## src/rtl/branch_pc_controller_pkg.sv

```systemverilog
// Shared branching parameters: default widths, thread-ID width derivation and reset PC.
package branch_pc_controller_pkg;

  localparam int PC_WIDTH_DEFAULT     = 10;
  localparam int THREAD_COUNT_DEFAULT = 8;
  localparam int START_PC_DEFAULT     = 0;

  // A thread ID is at least one bit wide, even for a single-thread build.
  function automatic int thread_width_for(input int count);
    if (count <= 1) begin
      return 1;
    end else begin
      return $clog2(count);
    end
  endfunction

  localparam int THREAD_WIDTH_DEFAULT = thread_width_for(THREAD_COUNT_DEFAULT);

endpackage

```

## src/rtl/branch_pc_controller_thread_counter.sv

```systemverilog
// Modulo-COUNT round-robin thread counter with synchronous reset.
module thread_round_robin_counter
  import branch_pc_controller_pkg::*;
#(
  parameter int COUNT = THREAD_COUNT_DEFAULT,
  parameter int WIDTH = thread_width_for(COUNT)
) (
  input  logic             clock,
  input  logic             reset,
  output logic [WIDTH-1:0] thread_id
);

  localparam logic [WIDTH-1:0] LAST_C = WIDTH'(COUNT - 1);
  localparam logic [WIDTH-1:0] ONE_C  = WIDTH'(1);

  logic [WIDTH-1:0] thread_id_r;

  // Advance one thread per cycle, wrapping after the last thread.
  always_ff @(posedge clock) begin
    if (reset) begin
      thread_id_r <= {WIDTH{1'b0}};
    end else if (thread_id_r == LAST_C) begin
      thread_id_r <= {WIDTH{1'b0}};
    end else begin
      thread_id_r <= thread_id_r + ONE_C;
    end
  end

  assign thread_id = thread_id_r;

endmodule

```

## src/rtl/branch_pc_controller.sv

```systemverilog
// Per-thread PC controller: registers arbiter decisions, computes and stores
// each thread's next PC and presents the fetch PC to instruction fetch.
module branch_pc_controller
  import branch_pc_controller_pkg::*;
#(
  parameter int PC_WIDTH     = PC_WIDTH_DEFAULT,
  parameter int THREAD_COUNT = THREAD_COUNT_DEFAULT,
  parameter int THREAD_WIDTH = thread_width_for(THREAD_COUNT),
  parameter int START_PC     = START_PC_DEFAULT
) (
  input  logic                    clock,
  input  logic                    reset,
  input  logic                    cancel,
  input  logic                    jump,
  input  logic [PC_WIDTH-1:0]     jump_destination,
  output logic [PC_WIDTH-1:0]     pc,
  output logic [THREAD_WIDTH-1:0] pc_thread,
  output logic                    pc_valid,
  output logic                    instruction_cancel
);

  localparam logic [PC_WIDTH-1:0] START_PC_C = PC_WIDTH'(START_PC);
  localparam logic [PC_WIDTH-1:0] PC_ONE_C   = PC_WIDTH'(1);
  // Only a single-thread pipeline ever reads the entry being written.
  localparam logic                BYPASS_EN  = (THREAD_COUNT == 1) ? 1'b1 : 1'b0;

  logic [THREAD_WIDTH-1:0] thread_id_s;
  logic [PC_WIDTH-1:0]     pc_store_r [THREAD_COUNT];

  logic                    valid_r;
  logic                    jump_r;
  logic                    cancel_r;
  logic [PC_WIDTH-1:0]     dest_r;
  logic [THREAD_WIDTH-1:0] thread_r;
  logic [PC_WIDTH-1:0]     base_r;

  logic                    bypass_s;
  logic [PC_WIDTH-1:0]     read_pc_s;
  logic [PC_WIDTH-1:0]     next_pc_s;

  logic [PC_WIDTH-1:0]     pc_r;
  logic [THREAD_WIDTH-1:0] pc_thread_r;
  logic                    pc_valid_r;
  logic                    instruction_cancel_r;

  thread_round_robin_counter #(
    .COUNT (THREAD_COUNT),
    .WIDTH (THREAD_WIDTH)
  ) u_thread_counter (
    .clock     (clock),
    .reset     (reset),
    .thread_id (thread_id_s)
  );

  // Next PC for the thread in stage B: branch target or sequential increment.
  always_comb begin
    next_pc_s = base_r;
    if (jump_r) begin
      next_pc_s = dest_r;
    end else begin
      next_pc_s = base_r + PC_ONE_C;
    end
  end

  // Forward the stage-B result when stage A reads the entry being written.
  always_comb begin
    bypass_s  = BYPASS_EN && valid_r && (thread_r == thread_id_s);
    read_pc_s = START_PC_C;
    if (bypass_s) begin
      read_pc_s = next_pc_s;
    end else begin
      read_pc_s = pc_store_r[thread_id_s];
    end
  end

  // Stage A: capture arbiter decisions and the current thread's base PC.
  always_ff @(posedge clock) begin
    if (reset) begin
      valid_r  <= 1'b0;
      jump_r   <= 1'b0;
      cancel_r <= 1'b0;
      dest_r   <= {PC_WIDTH{1'b0}};
      thread_r <= {THREAD_WIDTH{1'b0}};
      base_r   <= START_PC_C;
    end else begin
      valid_r  <= 1'b1;
      jump_r   <= jump;
      cancel_r <= cancel;
      // Gate the target so an undriven destination never enters the pipeline.
      dest_r   <= jump ? jump_destination : {PC_WIDTH{1'b0}};
      thread_r <= thread_id_s;
      base_r   <= read_pc_s;
    end
  end

  // PC store: reset all threads to the start PC, otherwise write back stage B.
  always_ff @(posedge clock) begin
    if (reset) begin
      for (int i = 0; i < THREAD_COUNT; i++) begin
        pc_store_r[i] <= START_PC_C;
      end
    end else if (valid_r) begin
      pc_store_r[thread_r] <= next_pc_s;
    end
  end

  // Stage B output registers toward instruction fetch.
  always_ff @(posedge clock) begin
    if (reset) begin
      pc_r                 <= START_PC_C;
      pc_thread_r          <= {THREAD_WIDTH{1'b0}};
      pc_valid_r           <= 1'b0;
      instruction_cancel_r <= 1'b0;
    end else if (valid_r) begin
      pc_r                 <= next_pc_s;
      pc_thread_r          <= thread_r;
      pc_valid_r           <= 1'b1;
      instruction_cancel_r <= cancel_r;
    end else begin
      pc_valid_r           <= 1'b0;
      instruction_cancel_r <= 1'b0;
    end
  end

  assign pc                 = pc_r;
  assign pc_thread          = pc_thread_r;
  assign pc_valid           = pc_valid_r;
  assign instruction_cancel = instruction_cancel_r;

endmodule

```

## config.mk

```make
export PLATFORM = sky130hd
export DESIGN_NAME = branch_pc_controller
export DESIGN_NICKNAME = d
export VERILOG_FILES = /design/src/rtl/branch_pc_controller_pkg.sv /design/src/rtl/branch_pc_controller_thread_counter.sv /design/src/rtl/branch_pc_controller.sv
export SDC_FILE = /design/constraint.sdc
export NUM_CORES = 1
export LEC_CHECK = 0
export CAP_MARGIN = 20
export CORE_ASPECT_RATIO = 2
export CORE_MARGIN = 2
export CORE_UTILIZATION = 25
export DETAILED_ROUTE_END_ITERATION = 8
export HOLD_SLACK_MARGIN = 0.02
export SLEW_MARGIN = 20
export SYNTH_ARGS = -nofsm -noshare
export SYNTH_HDL_FRONTEND = slang
export SYNTH_SLANG_ARGS = --single-unit
```

## constraint.sdc

```tcl
create_clock -name clock -period 1.7 [get_ports clock]
set_input_delay 0.17 -clock clock [delete_from_list [all_inputs] [get_ports clock]]
set_output_delay 0.17 -clock clock [all_outputs]
set_load 0.02 [all_outputs]
```

* Yosys cells after proc, flatten, opt, wreduce, memory -nomap -nowiden
Memory sizes are Yosys's and may differ from the RTL's. A register that Yosys moved wholly into a read port is not among the register bits.
Cells that the tools add are included.
** Word-level totals
- Output and inout port bits :: 15
- Input bits :: 14
- Flip-flop bits (word level) :: 34
- Memories :: 1
- Word-level logic and storage cells :: 30
- Bits in writable memories :: 80
** Operators by class
- Reduce and logical (&&, ||, !) cells :: 4
- Add/sub/neg operators :: 2
- Multiplexer cells :: 10
- Bitwise operators :: 2
- Eq/ne operators :: 1
** Memories
- pc_store_r :: depth 8, width 10, read ports 1, clocked after memory_dff 1, write ports 8, RTL line branch_pc_controller.sv:28 : logic [PC_WIDTH-1:0] pc_store_r [THREAD_COUNT];
** Operator list (number)
- $mux 10 :: 2
- $add 10x1->10 const B :: 1
- $reduce_or 10->1 :: 1
- $mux 1 :: 7
- $reduce_or 2->1 :: 3
- $add 3x1->3 const B :: 1
- $eq 3x3->1 const B :: 1
- $mux 3 :: 1
- $not 1->1 :: 2

* Longest topological paths before layout
Gate-level depths: netlist of run 1.
- Depth in word-level cells :: 5
- Gate-level depth with buffers :: 6
- Gate-level depth less buffers :: 5

* Cells and area by module
Synthesis of run 1 repeated with hierarchy kept, for this count alone.
** Second synthesis, totals
- Cell total of the unflattened synthesis :: 386
- Area, all modules :: 5073.6 sq um
** By module, submodules not included
- branch_pc_controller :: cells each 378, area each 4968.5 sq um, seq. area each 3223.1 sq um, instances 1
- thread_round_robin_counter :: cells each 8, area each 105.1 sq um, seq. area each 60.1 sq um, instances 1

* Least setup slack after synthesis of run 1
Ideal clock, no wire load.
- Path kind :: register -> register
- Start :: reg valid_r
- End :: mem pc_store_r[3][0] in the netlist's numbering (enable)
- Required time :: 1.360 ns
- Path buffers :: 1
- Period minus slack after synthesis :: 1.693 ns
- Slack :: 0.007 ns
- Setup time :: 0.340 ns
- Data arrival time :: 1.354 ns
- Cell stages (with the launch flop) :: 6
- Path through :: dfxtp_1 nor2b_1 nor2b_1 nand3_1 clkbuf_1 nand2_1
** RTL lines
- from (decl) :: RTL line branch_pc_controller.sv:30 : logic valid_r;
- from (signal assigned) :: RTL line branch_pc_controller.sv:79 : valid_r <= 1'b0;
- from (signal assigned) :: RTL line branch_pc_controller.sv:86 : valid_r <= 1'b1;
- to (decl) :: RTL line branch_pc_controller.sv:28

==> impl_metrics.yaml, run 1 <==
outcome:
  outcome: "completed"
power_and_ir_drop:
  power_w: 0.00768
  leakage_nw: 2.38
  powerDensity_nw_per_um2: 1150
  vdd_drop_max_mv: 0.741
yosys:
  synthCells: 386
  yosysWarnings: 0
  netlist.area_leader.share: 0.476
  synth_area_leaders: "edfxtp_1 48%, dfxtp_1 17%, mux4_2 8.9%"
  synth_nets: 403
  seq_area_frac_synth: 0.650
  avgSynthCellArea_um2: 13.1
  synth_top_cell_by_area: "edfxtp_1"
  ys_seq_elements: 124
  syn_area_um2: 5050
  yosys.cell_types.count: 34
timing:
  fin_crit_sh: 0.974
  fin_skew_ps: 7.34
  worstMarginPinSlew_ps: 709
  hold_ws_ps: 320
  maxSlewViolCount: 0
  relSlewSlack: 0.527
  setup_ws_ps: 44.8
  period_minus_slack_ps: 1660
  fmax_ghz: 0.604
  hold_violations: 0
  setup_violations: 0
placed_design:
  dp_hpwl_mm: 8.25
  pre_cts_ws_ps: -173
  gp_congestion: 0.826
  dp_cells: 691
  port_buffers: 28
run:
  cap_violations: 0
setup_path:
  arrival_ps: 1820
  cpMaxStageDelayCell: "dfxtp_4"
  rr_startpoint: "base_r[2]"
  cp-startpoint: "base_r[2]"
  setup.worst_path.class: "flop to flop"
  required_ps: 1870
  reg2reg_setup_slack_ps: 40
  path_buf_inv: 2
  crit_cells: 6
  reg2regPathDepth: 6
  end_kind: "flop"
  worstPathCellList: "nand4_4 -> buf_6 -> o21a_1 -> o31ai_2 -> buf_4 -> nor2_1"
  cp_slowest_stage_delay_ps: 380
  crit_family: "compound AO/OA/AOI/OAI gates"
  cp-start-kind: "flop"
  crit_fanout: 8
  reg2reg_to: "pc_store_r[7][8]"
finish:
  syn2layout_area_growth_pct: 32.0
  fin_util: 0.336
  final_cell_mix: "100 x nor2_1, 80 x edfxtp_1, 38 x dfxtp_1"
  antenna_cells: 0
  drive_above_1_share: 0.231
  stdcell_count: 729
  final_common_cell: "nor2_1"
  fin_nets: 471
floorplanning:
  die_area_um2: 21400
  fp.dieW_um: 105
  die_h_um: 205
  rows: 73
  ios: 29
  fp.coreArea_um2: 19800
  start_util: 0.255
clocking:
  clock_sinks: 124
  cts_buffers: 17
  htreeDepth: 4
  insertion_delay_ps: 410
  clock_path_buffers: 2
  clk_pin_slew_worst_paths_ps: 50
  root_buffer: "clkbuf_16"
  cts_tree: "built"
grt:
  grt_max_degree: 24
  antenna_found_initial: 0
  gr-total-overflow: 0
  grt_pass1_wl_mm: 17.5
  grtUsageTotal: 0.111
  grt_pass1_vias: 3365
drt:
  wl_per_cell_um: 15.2
  drtAntennaViolNets: 0
  vias: 3141
  viasPerCell: 4.31
  drtPass1Iterations: 5
  drtIter0Drc: 125
  route.detailed.drc: 0
  wirelength_mm: 11.1
min_path:
  worstHoldStart: "jump_destination[3]"
  min_to: "dest_r[3]"
  whs_path_depth: 2
  hold_class: "primary input to flop"
## how the worst max path moves through the flow
| stage | slack [ps] | end |
|---|---|---|
| 2_1_floorplan | 7 | pc_store_r[3][0] |
| 3_3_place_gp | -170 | pc_store_r[3][3] |
| 3_5_place_dp | -170 | pc_store_r[3][4] |
| 4_1_cts | 5 | pc_store_r[1][9] |
| 5_1_grt | -20 | pc_store_r[4][8] |
| 6_report | 40 | pc_store_r[7][8] |
## cell type report
| type | count | area (um^2) |
|---|---|---|
| fillers | 1933 | 13200 |
| flip-flops and latches | 124 | 3300 |
| multi-input cells | 234 | 1670 |
| repair buffers | 72 | 764 |
| clock buffers | 27 | 557 |
| well taps | 262 | 328 |
| clock inverters | 5 | 26.3 |
| inverters | 5 | 18.8 |
## repair_timing
item | 4_1_cts | 5_1_grt
hold endpoints to repair | 0 | 0
hold buffers | 0 | 0
setup endpoints to repair | 32 | 32
pin swaps | 0 | 5
setup buffers | 0 | 6
resized for setup | 3 | 10
## worst reg2reg max path, stage by stage (launching register included)
cell and delay (ps):
dfxtp_4 380, nand4_4 130, buf_6 160, o21a_1 190, o31ai_2 270, buf_4 220, nor2_1 60
## stage by stage
step / area, um^2 / setup TNS (ps)
after floorplan: 5050 / 0
after global placement: 6000 / -11430
after detailed placement: 6000 / -12690
after CTS: 6600 / 0
after global routing: 6670 / -126
final: 6670 / 0
## where the power goes
| part | leakage, nW | total, W | internal, W | switching, W |
|---|---|---|---|---|
| combinational | 0.889 | 0.000781 | 0.000391 | 0.000389 |
| clock | 0.293 | 0.00346 | 0.00223 | 0.00123 |
| sequential | 1.19 | 0.00344 | 0.00336 | 0.0000820 |
| total | 2.38 | 0.00768 | 0.00598 | 0.00170 |
## cells in the mapped netlist
cell / number
o211ai_1: 2
o311ai_0: 3
inv_1: 4
mux4_2: 20
nor2b_1: 9
o311a_1: 1
dfxtp_1: 44
a21oi_1: 6
xor2_1: 1
o31ai_2: 4
xnor2_1: 2
nand2_1: 16
edfxtp_1: 80
mux2_2: 1
clkbuf_1: 17
clkinv_1: 1
nor3b_1: 2
nand3_1: 6
mux2i_1: 16
a211oi_2: 1
o21ai_1: 2
and2_1: 12
nor4_1: 1
ha_1: 3
buf_1: 2
a211oi_1: 3
nand2b_1: 11
nor3_1: 6
a221oi_4: 1
o31a_1: 1
nor2_1: 100
buf_2: 4
nand4_4: 1
o21a_1: 3
## cells by family after synthesis
family                     Yosys count  synth area share
adders and majority gates            3           0.00743
and+or+nand+nor                    164             0.146
buffers and inverters               28            0.0218
AOI/OAI and AO/OA                   27            0.0463
xor gates and xnor gates             3           0.00520
DFF                                124             0.650
muxes                               37             0.123
## registers in the layout (all words and copies together), names as in the netlist
signal / flops
pc_valid: 1
thread_r: 3
instruction_cancel: 1
u_thread_counter.thread_id: 3
jump_r: 1
pc_thread: 3
pc_store_r: 80
base_r: 10
cancel_r: 1
valid_r: 1
pc: 10
dest_r: 10
## per-layer routing
metal / routed length (um) / global-route usage / vias up / part of all wire
li1: - / - / 1517 / -
met2: 6510 / 0.218 / 74 / 0.59
met3: 389 / 0.0293 / 21 / 0.035
met1: 3620 / 0.0940 / 1529 / 0.33
met4: 527 / 0.0763 / 0 / 0.048
met5: 0 / 0 / - / 0
Power figures use the tool's default switching activity.
==> run 2, diff against run 1 <==
- SYNTH_HIERARCHICAL: unset -> 1
==> impl_metrics.yaml, run 2 <==
yosys:
  synth_edf_count: 80
  yosysWarnings: 6
  synthCells: 386
  synth_area_leaders: "edfxtp_1 47%, dfxtp_1 17%, mux4_2 8.9%"
  synth_top_cell_by_area: "edfxtp_1"
  yosys.cell_types.count: 38
  synth_xor_xnor_area_share: 0.00518
  synth_compound_area_frac: 0.0427
  synth_top_family_by_area: "simple AND/OR/NAND/NOR gates"
  synthTopCellsByCount: "102 x nor2_1, 80 x edfxtp_1, 44 x dfxtp_1, 20 x mux4_2"
  ys_async_sr_fraction: 0
  synthAdderAreaFrac: 0.00740
  synth.most_common_cell: "nor2_1"
  netlist.area_leader.share: 0.473
  synth_nets: 403
  synthSimpleGateAreaFrac: 0.154
  syn_area_um2: 5070
  seq_area_frac_synth: 0.647
  synth_ff_type: "edfxtp_1"
  ys_seq_elements: 124
  synth_mux_area_frac: 0.125
  avgSynthCellArea_um2: 13.1
floorplanning:
  rows: 73
  start_util: 0.255
  fp.coreArea_um2: 19900
  die_area_um2: 21500
  ios: 29
  die_h_um: 205
  fp.dieW_um: 105
setup_path:
  cp-start-kind: "flop"
  end_kind: "flop"
  setup.worst_path.class: "flop to flop"
  crit_fanout: 9
  arrival_ps: 1780
  reg2reg_to: "pc_store_r[6][8]"
  worstPathCellList: "nand4_4 -> o31a_1 -> o31ai_4 -> buf_12 -> nor2_1"
  cpMaxStageDelayCell: "dfxtp_1"
  cp_slowest_stage_delay_ps: 390
  reg2regPathDepth: 5
  required_ps: 1850
  rr_startpoint: "base_r[4]"
  reg2reg_setup_slack_ps: 70
drt:
  wl_per_cell_um: 16.2
  drtIter0Drc: 174
  viasPerCell: 4.39
  wirelength_mm: 11.8
  vias: 3197
  drtAntennaViolNets: 0
  drtPass1Iterations: 4
  route.detailed.drc: 0
grt:
  gr-total-overflow: 0
  grt_pass1_vias: 3530
  antenna_found_initial: 0
  grt_pass1_wl_mm: 19.0
  grt_max_degree: 32
  grtUsageTotal: 0.118
finish:
  fin_util: 0.335
  largest_register_ffs: 80
  final_common_cell: "nor2_1"
  final_cell_mix: "102 x nor2_1, 80 x edfxtp_1, 41 x dfxtp_1"
  top_register: "pc_store_r"
  drive_above_1_share: 0.210
  fillerInstances: 1982
  antenna_cells: 0
  syn2layout_area_growth_pct: 31.4
  fin_nets: 470
min_path:
  whs_path_depth: 2
  worstHoldStart: "cancel"
  min_to: "cancel_r"
  hold_class: "primary input to flop"
timing:
  fin_crit_sh: 0.960
  fin_skew_ps: 7.38
  setup_violations: 0
  maxSlewViolCount: 0
  rsz0062_at_grt: "no"
  worstMarginPinSlew_ps: 524
  fmax_ghz: 0.613
  hold_violations: 0
  setup_ws_ps: 67.8
  relSlewSlack: 0.648
  hold_ws_ps: 329
  finalSetupTns_ps: 0
  period_minus_slack_ps: 1630
clocking:
  clk_pin_slew_worst_paths_ps: 50
  cts_tree: "built"
  root_buffer: "clkbuf_16"
  insertion_delay_ps: 410
  clock_sinks: 124
  clock_path_buffers: 2
  cts_buffers: 17
  htreeDepth: 4
run:
  cap_violations: 0
placed_design:
  dp_hpwl_mm: 8.65
  pre_cts_ws_ps: -66.6
  gp_congestion: 0.747
  port_buffers: 28
outcome:
  outcome: "completed"
power_and_ir_drop:
  powerDensity_nw_per_um2: 1170
  vdd_drop_max_mv: 0.640
  leakage_nw: 2.37
  power_w: 0.00778
run 2: cell count changes after synthesis, sizes merged, moves of 2 or more:
cell,before,now
o21ai,2,6
nand2b,11,14
nand3,6,4
nand4bb,0,2
clkbuf,17,13
o311ai,3,1
nor2b,9,7
and2,12,14
buf,6,8
o21a,3,1
nor3,6,2
nor2,100,102
run 2: worst max path at each step:
stage / startpoint / endpoint / depth (start not counted)
after floorplan: valid_r / pc_store_r[7][0] / 6
after global placement: reset / pc_store_r[7][4] / 7
after detailed placement: reset / pc_store_r[7][5] / 7
after CTS: base_r[0] / pc_store_r[4][8] / 6
after global routing: base_r[2] / pc_store_r[7][3] / 6
final: base_r[4] / pc_store_r[6][8] / 5
run 2: cells by family after synthesis:
family,count (synthesis)
mux,38
buf+inv,25
compound gates,25
fa+ha+maj,3
xor+xnor,3
flops,124
simple gates,168
run 2: what timing repair did:
item / CTS / global route
endpoints found under the setup margin: 8 / 26
hold buffers: 0 / 0
gates resized for setup: 1 / 5
cloned: 0 / 0
pin swaps: 0 / 1
buffers inserted: 0 / 1
run 2: critical path: cells and delay by family, from the launching register on:
| kind | cells | cell delay [ps] |
|---|---|---|
| buffers and inverters | 1 | 170 |
| and+or+nand+nor | 2 | 230 |
| AOI/OAI and AO/OA | 2 | 580 |
| DFF | 1 | 390 |
run 2: area by class of cell:
class,count,area [um^2],area share
Clock inverter,10,123,0.0184
Timing Repair Buffer,69,763,0.114
Multi-Input combinational cell,237,1710,0.256
Inverter,4,15.0,0.00225
Tap cell,262,328,0.0492
Sequential cell,124,3290,0.493
Clock buffer,22,444,0.0666
run 2: power by group:
group	total, W	internal [W]	switching (W)
Clock	0.00350	0.00228	0.00122
Combinational	0.000833	0.000413	0.000420
Sequential	0.00344	0.00336	0.0000820
Total	0.00778	0.00605	0.00173
run 2: per-layer routing:
| metal | vias to the layer above | share of wire | global-route usage |
|---|---|---|---|
| met3 | 21 | 0.025 | 0.0310 |
| met1 | 1598 | 0.32 | 0.103 |
| met4 | 0 | 0.034 | 0.0748 |
| li1 | 1509 | - | - |
| met5 | - | 0 | 0 |
| met2 | 69 | 0.62 | 0.233 |
run 2: metrics by stage:
step	std cells	area, um^2
2_1_floorplan	386	5070
3_3_place_gp	695	6060
3_5_place_dp	695	6060
4_1_cts	727	6630
5_1_grt	728	6670
6_report	728	6670
==> run 3, diff against run 2 <==
- CORE_UTILIZATION: 25 -> 45
- PLACE_DENSITY: unset -> 0.65
==> impl_metrics.yaml, run 3 (same netlist as run 2, synthesis figures left out) <==
drt:
  vias: 3146
  m1WireLength_mm: 3.73
  top_layer_used: "met4"
  wl_per_cell_um: 18.3
  viasPerCell: 5.17
  drtAntennaViolNets: 0
  drtPass1Iterations: 4
  met2_length_mm: 6.89
  route.detailed.drc: 0
  wl_met3_um: 324
  wirelength_mm: 11.1
  drtIter0Drc: 207
setup_path:
  reg2reg_setup_slack_ps: 70
  cpMaxStageDelayCell: "dfxtp_1"
  path_buf_inv: 1
  cp-start-kind: "flop"
  cp_slowest_stage_delay_ps: 430
  setup.worst_path.class: "flop to flop"
  crit_family: "compound AO/OA/AOI/OAI gates"
  end_kind: "flop"
  required_ps: 1850
  worstPathCellList: "nand4_1 -> o31a_1 -> o31ai_4 -> buf_12 -> nor2_1"
  rr_startpoint: "base_r[2]"
  crit_fanout: 9
  reg2regPathDepth: 5
  arrival_ps: 1780
  reg2reg_to: "pc_store_r[0][9]"
floorplanning:
  die_h_um: 154
  ios: 29
  rows: 54
  die_area_um2: 12200
  fp.dieW_um: 79.1
  start_util: 0.464
  fp.coreArea_um2: 10900
finish:
  syn2layout_area_growth_pct: 29.1
  fin_util: 0.598
  top_register: "pc_store_r"
  fillerInstances: 857
  fin_nets: 472
  final_cell_mix: "102 x nor2_1, 80 x edfxtp_1, 41 x dfxtp_1"
  antenna_cells: 0
  largest_register_ffs: 80
  final_common_cell: "nor2_1"
  drive_above_1_share: 0.226
timing:
  finalSetupTns_ps: 0
  hold_ws_ps: 323
  setup_violations: 0
  period_minus_slack_ps: 1630
  hold_violations: 0
  fin_crit_sh: 0.957
  setup_ws_ps: 73.3
  fmax_ghz: 0.615
  fin_skew_ps: 11.4
  worstMarginPinSlew_ps: 785
  relSlewSlack: 0.476
  maxSlewViolCount: 0
  rsz0062_at_grt: "no"
clocking:
  htreeDepth: 4
  cts_setup_buffers: 0
  insertion_delay_ps: 410
  cts_buffers: 17
  cts_tree: "built"
  root_buffer: "clkbuf_16"
  clock_sinks: 124
  clk_pin_slew_worst_paths_ps: 60
  clock_path_buffers: 2
power_and_ir_drop:
  powerDensity_nw_per_um2: 1210
  leakage_nw: 2.40
  power_w: 0.00793
  vdd_drop_max_mv: 0.697
placed_design:
  pre_cts_ws_ps: -123
  port_buffers: 28
  dp_hpwl_mm: 8.05
  gp_congestion: 0.789
min_path:
  hold_class: "primary input to flop"
  whs_path_depth: 2
  min_to: "dest_r[4]"
  worstHoldStart: "jump_destination[4]"
grt:
  grt_pass1_vias: 3403
  grt_max_degree: 23
  gr-total-overflow: 0
  antenna_found_initial: 0
  grtUsageTotal: 0.198
  grt_pass1_wl_mm: 17.5
outcome:
  outcome: "completed"
run:
  cap_violations: 0
run 3: changes by cell type in the layout (fill, tap and decap cells not counted), sizes merged:
cell      previous run  this run
buf                 41        43
bufinv               3         4
clkbuf              22        21
clkinv               7         5
clkinvlp             1         2
inv                  3         4
run 3: worst max path at each step:
stage | from | endpoint | cells after the start
6_report | base_r[2] | pc_store_r[0][9] | 5
5_1_grt | base_r[2] | pc_store_r[0][9] | 5
4_1_cts | base_r[5] | pc_store_r[1][8] | 5
3_5_place_dp | reset | pc_store_r[6][5] | 5
3_3_place_gp | reset | pc_store_r[3][5] | 6
2_1_floorplan | valid_r | pc_store_r[7][0] | 6
run 3: power by group:
part	switching [W]	leakage, nW	internal (W)
Sequential	0.0000846	1.19	0.00336
Combinational	0.000409	0.915	0.000396
Clock	0.00124	0.291	0.00245
run 3: repair_timing:
action	CTS	global route
hold buffers	0	0
endpoints found under the setup margin	0	25
gates resized for setup	0	6
run 3: metrics by stage:
step	cells	area (um^2)
6_report	608	6550
5_1_grt	608	6550
4_1_cts	608	6530
3_5_place_dp	576	5920
3_3_place_gp	576	5920
2_1_floorplan	386	5070
run 3: per-layer routing:
layer,track usage,up-vias
met1,0.182,1554
met2,0.391,68
met3,0.0440,12
met5,0,-
met4,0.0911,0
li1,-,1512
run 3: final cells by class:
class | instances | area (um^2) | share of cell area
well taps | 140 | 175 | 0.0267
clock inverters | 11 | 168 | 0.0256
clock buffers | 21 | 440 | 0.0673
inverters | 4 | 15.0 | 0.00229
multi-input cells | 237 | 1710 | 0.261
repair buffers | 71 | 753 | 0.115
flip-flops and latches | 124 | 3290 | 0.502
